### config.mk
export PLATFORM = sky130hd
export DESIGN_NAME = dram_traffic_gen
export DESIGN_NICKNAME = d
export VERILOG_FILES = /design/src/rtl/dram_traffic_gen.sv
export SDC_FILE = /design/constraint.sdc
export NUM_CORES = 1
export LEC_CHECK = 0
export ABC_AREA = 1
export BUFFER_PORTS_ARGS = -buffer_cell sky130_fd_sc_hd__buf_4
export CAP_MARGIN = 20
export CORE_AREA = 5 5 497 499
export CTS_CLUSTER_DIAMETER = 100
export DETAILED_ROUTE_END_ITERATION = 7
export DIE_AREA = 0 0 502 504
export PLACE_DENSITY = 0.31
export SYNTH_ARGS = -nofsm -noshare
export SYNTH_HDL_FRONTEND = slang
export SYNTH_SLANG_ARGS = --single-unit
### constraint.sdc
create_clock -name CLK -period 3.8 [get_ports CLK]
set_input_delay 0.38 -clock CLK [delete_from_list [all_inputs] [get_ports CLK]]
set_output_delay 0.38 -clock CLK [all_outputs]
set_load 0.01 [all_outputs]
### src/rtl/dram_traffic_gen.sv
// DRAM bandwidth/traffic generator driving the DRAMCON user interface.
// Define DRAM_TG_CHECK_EN to build the read-back data comparator (ERR_CNT).
module dram_traffic_gen #(
  parameter int          DATA_W   = 512,
  parameter int          ADDR_W   = 32,
  parameter int          CNT_W    = 32,
  parameter int          RAND_MSB = 28,
  parameter logic [31:0] SEED     = 32'd1
) (
  input  logic              CLK,
  input  logic              RST_X,
  input  logic              START,
  input  logic [1:0]        MODE,
  input  logic              RAND_EN,
  input  logic [ADDR_W-1:0] BASE_ADDR,
  input  logic [CNT_W-1:0]  ACCESS_CNT,
  input  logic [CNT_W-1:0]  BLOCKS,
  output logic [1:0]        D_REQ,
  output logic [ADDR_W-1:0] D_INITADR,
  output logic [CNT_W-1:0]  D_ELEM,
  input  logic              D_BUSY,
  output logic [DATA_W-1:0] D_DIN,
  input  logic              D_W,
  input  logic [DATA_W-1:0] D_DOUT,
  input  logic              D_DOUTEN,
  output logic              RUNNING,
  output logic              DONE,
  output logic [CNT_W-1:0]  W_CYCLE,
  output logic [CNT_W-1:0]  R_CYCLE,
  output logic [CNT_W-1:0]  ERR_CNT
);

  typedef enum logic [1:0] {
    S_IDLE  = 2'd0,
    S_WRITE = 2'd1,
    S_READ  = 2'd2,
    S_FIN   = 2'd3
  } state_t;

  localparam logic [1:0]  REQ_WR = 2'b10;
  localparam logic [1:0]  REQ_RD = 2'b01;
  localparam logic [31:0] XS_X0  = 32'd123456789;
  localparam logic [31:0] XS_Y0  = 32'd362436069;
  localparam logic [31:0] XS_Z0  = 32'd521288629;
  localparam logic [31:0] XS_W0  = 32'd88675123 ^ SEED;
  localparam logic [31:0] RAND_MASK =
    32'((33'h1 << (RAND_MSB + 1)) - 33'h1) & ~32'h7;

  function automatic logic [CNT_W-1:0] sat_inc(input logic [CNT_W-1:0] v);
    return (v == {CNT_W{1'b1}}) ? v : v + CNT_W'(1);
  endfunction

  state_t            state, state_nx;
  logic [1:0]        mode_q;
  logic              rand_en_q;
  logic [ADDR_W-1:0] base_q;
  logic [CNT_W-1:0]  acc_q;
  logic [CNT_W-1:0]  blocks_q;
  logic [CNT_W-1:0]  issued;
  logic [ADDR_W-1:0] seq_addr;
  logic [31:0]       wcnt;
  logic [31:0]       xs_x, xs_y, xs_z, xs_w;

  logic start_acc, issue, count, exit_phase, to_read, reseed;

  // Next-state and per-cycle phase decision
  always_comb begin
    state_nx   = state;
    start_acc  = 1'b0;
    issue      = 1'b0;
    count      = 1'b0;
    exit_phase = 1'b0;
    case (state)
      S_IDLE: begin
        if (START) begin
          start_acc = 1'b1;
          state_nx  = (MODE == 2'd1) ? S_READ : S_WRITE;
        end
      end
      S_WRITE, S_READ: begin
        if (D_REQ != 2'b00) begin
          count = 1'b1;
        end else if (!D_BUSY && (issued == acc_q)) begin
          exit_phase = 1'b1;
          state_nx   = ((state == S_READ) || (mode_q == 2'd0)) ? S_FIN : S_READ;
        end else if (!D_BUSY) begin
          issue = 1'b1;
          count = 1'b1;
        end else begin
          count = 1'b1;
        end
      end
      S_FIN:   state_nx = S_IDLE;
      default: state_nx = S_IDLE;
    endcase
  end

  assign to_read = exit_phase && (state == S_WRITE) && (mode_q != 2'd0);
  assign reseed  = start_acc || to_read;

  always_ff @(posedge CLK or negedge RST_X) begin
    if (!RST_X) state <= S_IDLE;
    else        state <= state_nx;
  end

  // Random address keeps rand[RAND_MSB:3] with the xorshift MSB masked off
  logic [31:0]          rand_bits;
  logic [ADDR_W+31:0]   rand_wide;
  logic [ADDR_W-1:0]    rand_addr;
  logic [ADDR_W-1:0]    step;
  assign rand_bits = {1'b0, xs_w[30:0]} & RAND_MASK;
  assign rand_wide = {{ADDR_W{1'b0}}, rand_bits};
  assign rand_addr = rand_wide[ADDR_W-1:0];
  assign step      = ADDR_W'({blocks_q, 3'b000});

  always_ff @(posedge CLK or negedge RST_X) begin
    if (!RST_X) begin
      xs_x <= XS_X0;
      xs_y <= XS_Y0;
      xs_z <= XS_Z0;
      xs_w <= XS_W0;
    end else if (reseed) begin
      xs_x <= XS_X0;
      xs_y <= XS_Y0;
      xs_z <= XS_Z0;
      xs_w <= XS_W0;
    end else begin
      xs_x <= xs_y;
      xs_y <= xs_z;
      xs_z <= xs_w;
      xs_w <= (xs_w ^ (xs_w >> 19)) ^ ((xs_x ^ (xs_x << 11)) ^ ((xs_x ^ (xs_x << 11)) >> 8));
    end
  end

  always_ff @(posedge CLK or negedge RST_X) begin
    if (!RST_X) begin
      mode_q    <= 2'd0;
      rand_en_q <= 1'b0;
      base_q    <= '0;
      acc_q     <= '0;
      blocks_q  <= '0;
      issued    <= '0;
      seq_addr  <= '0;
      D_REQ     <= 2'b00;
      D_INITADR <= '0;
      D_ELEM    <= '0;
      RUNNING   <= 1'b0;
      DONE      <= 1'b0;
      W_CYCLE   <= '0;
      R_CYCLE   <= '0;
    end else begin
      D_REQ <= 2'b00;
      if (start_acc) begin
        mode_q    <= MODE;
        rand_en_q <= RAND_EN;
        base_q    <= BASE_ADDR;
        acc_q     <= ACCESS_CNT;
        blocks_q  <= BLOCKS;
        issued    <= '0;
        seq_addr  <= BASE_ADDR;
        W_CYCLE   <= '0;
        R_CYCLE   <= '0;
        RUNNING   <= 1'b1;
        DONE      <= 1'b0;
      end
      if (issue) begin
        D_REQ     <= (state == S_WRITE) ? REQ_WR : REQ_RD;
        D_INITADR <= rand_en_q ? rand_addr : seq_addr;
        D_ELEM    <= blocks_q;
        issued    <= issued + CNT_W'(1);
        seq_addr  <= seq_addr + step;
      end
      if (count) begin
        if (state == S_WRITE) W_CYCLE <= sat_inc(W_CYCLE);
        else                  R_CYCLE <= sat_inc(R_CYCLE);
      end
      // Read phase restarts the address stream so it replays the write order
      if (to_read) begin
        issued   <= '0;
        seq_addr <= base_q;
      end
      if (state == S_FIN) begin
        DONE    <= 1'b1;
        RUNNING <= 1'b0;
      end
    end
  end

  // Write data counter runs in every state so late D_W beats are still consumed
  always_ff @(posedge CLK or negedge RST_X) begin
    if (!RST_X)        wcnt <= '0;
    else if (start_acc) wcnt <= '0;
    else if (D_W)      wcnt <= wcnt + 32'd1;
  end

  assign D_DIN = DATA_W'(wcnt);

`ifdef DRAM_TG_CHECK_EN
  logic [31:0]      erd;
  logic [CNT_W-1:0] err_cnt;

  // Random addresses may overlap and overwrite, so only sequential runs compare
  always_ff @(posedge CLK or negedge RST_X) begin
    if (!RST_X) begin
      erd     <= '0;
      err_cnt <= '0;
    end else if (start_acc) begin
      erd     <= '0;
      err_cnt <= '0;
    end else if (D_DOUTEN) begin
      erd <= erd + 32'd1;
      if (!rand_en_q && (D_DOUT != DATA_W'(erd)))
        err_cnt <= sat_inc(err_cnt);
    end
  end

  assign ERR_CNT = err_cnt;
`else
  logic unused_dout;
  assign unused_dout = ^{D_DOUT, D_DOUTEN};
  assign ERR_CNT     = '0;
`endif

endmodule

==> results.tsv <==
metric	value	unit
status	completed	
RSZ-0062 raised after global routing	false	
P per Cell Area	415	nW/um2
total CTS buffers	72	
CTS tree	yes	
first-pass GRT wire length	166000	um
vias	24100	
initial antenna violation count	29	
Synthesis Warnings	0	
WL final	114000	um
max_slew headroom	39.7	%
Sinks on Clock Net	457	
Mapped Area	28800	um2
Final Util	15.1	%
CORE AREA	242000	um2
r2r setup slk	0.73	ns
period utilisation layout	80.8	%
DRT iter0 DRCs	1359	
H-tree depth	3	
clk_lat worst skew	0.70	ns
vias in the first global route	23900	
EDFF count, synth	0	
Synth Register Bits	457	
Seq/Total Area, Yosys	39.9	%
Max Clk Rate	0.326	GHz
Storage cell area	11500	um2
Starting Density	11.9	%
CTS Buffer Depth	3	
MaxCap Viol Count	0	
setup ws final	0.728	ns
HP Class	in2reg	
IO Pins	1293	
Avg Cell Area, Syn	7.53	um2
Top FF cell, synth	dfrtp_1	
fillers	27700	
Syn-to-layout area delta	26.4	%
Clock Skew	0.0544	ns
largest net degree at the start of global routing	121	
average wire per standard cell	15.3	um
TNS Setup	0	ns
DP HPWL	86100	um
Slew @ Worst Pin	0.905	ns
Reg2Reg Depth	11	
Yosys top cell area share	34.4	%
Total Routing Usage GR	8.75	%
final hold violation count	0	
clock slew at reported path FFs	0.06	ns
row count	181	
RD Place Congestion	0.819	
hold path cells	3	
CP required	4.33	ns
leakage	17.4	nW
Setup violations, final	0	
Chip Width	502	um
IO Port Bufs	267	
crit path kind	reg2reg	
maximum VDD drop	0.267	mV
routed vias/inst	3.23	
area of the multi-input gates	13500	um2
Syn Inst Count	3830	
Synth cell types	49	
pre-CTS worst setup slack	0.554	ns
R2R Path End	D_INITADR[4]$_DFFE_PN0N_	
r2r startpoint	issued[6]$_DFFE_PN0P_	
CTS root buffer	clkbuf_16	
Final Max Slew Viols	0	
Antenna Nets Post-Route	0	
ratio of cells with drive above 1 in the final layout	13.4	%
minimum clock period	3.07	ns
grt total ovfl	0	
CP Data Arrival Time	3.60	ns
hold path endpoint	blocks_q[30]$_DFFE_PN0P_	
Pre-antenna DRT Iters	7	
crit end category	flip-flop	
die height	504	um
post-synth top area cell	dfrtp_1	
Async SR Flop Fraction	100	%
synth top area cells	dfrtp_1, nand2_1, buf_4	
Worst Path Max Fanout	20	
hold path startpoint	BLOCKS[30]	
drt drc	0	
Startpoint Class	flip-flop	
full die area	253000	um2
NumNets Final	4836	
-- critical path: stages, from the launching register on --
cell and delay, ns:
dfrtp_1 0.44, xnor2_1 0.35, nand2_1 0.11, nor2_1 0.10, nand2_1 0.08, nor2_2 0.36, nand2_4 0.28, nand2_8 0.23
clkinv_2 0.38, buf_4 0.38, nor2_1 0.13, a31oi_1 0.05
-- synthesized netlist by cell type, types with 53 or more instances --
cell type and number:
nand2_1 1059, buf_4 520, dfrtp_1 397, inv_1 341
nor2_1 324, nand3_1 278, o21ai_0 137, xor2_1 118
clkbuf_1 66, xnor2_1 62, dfstp_2 60, a21oi_1 55
nor3_1 54, nand4_1 53
-- routing by layer --
metal	wire (um)	GRT usage, %	vias to the layer above
met5	13	0	-
met4	2750	2.44	2
met3	7170	2.26	141
met2	51400	13.9	721
met1	52400	11.7	11400
li1	-	-	11800
-- through the flow --
step	total power, W	instances	hold WS, ns	area [um2]
4_1_cts	0.0155	7442	0.0419	36400
2_1_floorplan	0.00729	4341	0.0844	30800
5_1_grt	0.0160	7447	0.0557	36500
3_5_place_dp	0.00792	7212	0.418	32900
6_report	0.0151	7448	0.0981	36500
3_3_place_gp	0.00793	7212	0.411	32900
-- final cells by class --
cell class                      instances  share of cell area [%]
Clock buffer                          102                    5.83
Clock inverter                         31                    1.21
Inverter                              353                    3.65
Sequential cell                       457                    31.6
Timing Repair Buffer                  408                    9.64
Multi-Input combinational cell       2889                    37.1
Tap cell                             3202                    11.0
Antenna cell                            6                  0.0412
-- placed cells by master (no fill, tap or decap), types with 19 or more instances in the layout --
cell,instances
nand2_1,1057
conb_1,512
dfrtp_1,397
inv_1,340
nor2_1,323
buf_4,294
nand3_1,278
o21ai_0,137
xor2_1,118
dlygate4sd3_1,97
clkbuf_16,73
xnor2_1,62
dfstp_2,60
a21oi_1,55
nor3_1,54
nand4_1,53
or2_2,45
ha_1,36
o211ai_1,29
a31oi_1,28
o22ai_1,23
clkbuf_8,19
-- flip-flops by register name, summed over array words and instances, names as in the netlist --
| name | count |
|---|---|
| wcnt | 32 |
| RUNNING | 1 |
| R_CYCLE | 32 |
| acc_q | 32 |
| blocks_q | 32 |
| D_INITADR | 32 |
| xs_x | 32 |
| DONE | 1 |
| xs_z | 32 |
| D_REQ | 2 |
| issued | 32 |
| W_CYCLE | 32 |
| rand_en_q | 1 |
| xs_y | 32 |
| seq_addr | 32 |
| state | 2 |
| D_ELEM | 32 |
| mode_q | 2 |
| xs_w | 32 |
| base_q | 32 |
-- worst max-delay path by stage --
stage,start,cells after the start,to
floorplan,W_CYCLE[0]$_DFFE_PN0P_,12,W_CYCLE[20]$_DFFE_PN0P_
global placement,issued[0]$_DFFE_PN0P_,13,R_CYCLE[11]$_DFFE_PN0P_
detailed placement,issued[0]$_DFFE_PN0P_,13,W_CYCLE[8]$_DFFE_PN0P_
CTS,issued[0]$_DFFE_PN0P_,13,W_CYCLE[9]$_DFFE_PN0P_
global route,issued[0]$_DFFE_PN0P_,13,R_CYCLE[9]$_DFFE_PN0P_
finish,issued[6]$_DFFE_PN0P_,11,D_INITADR[4]$_DFFE_PN0N_
-- cell families (layout without fill, tap and decap cells) --
kind of cell             Yosys count  after routing  synth area share, %
AO/OA/AOI/OAI                    290            290                 5.66
XOR/XNOR                         180            180                 5.47
adder cells (fa/ha/maj)           38             38                 1.67
buffers and inverters            995            894                 20.0
flip-flops                       457            457                 39.9
other                              1            518               0.0130
AND/OR/NAND/NOR                 1869           1869                 27.3
-- what timing repair did --
| item | CTS | global route |
|---|---|---|
| buffers inserted | 0 | 0 |
| endpoints found under the hold margin | 144 | 0 |
| gates resized for setup | 0 | 0 |
| hold buffers | 97 | 0 |
-- where the power goes --
part           leakage [nW]  switching [W]  internal, W
Sequential             5.52       0.000439      0.00517
Clock                  1.25        0.00274      0.00446
Combinational          10.6        0.00152     0.000780
(Power assumes the default switching activity.)
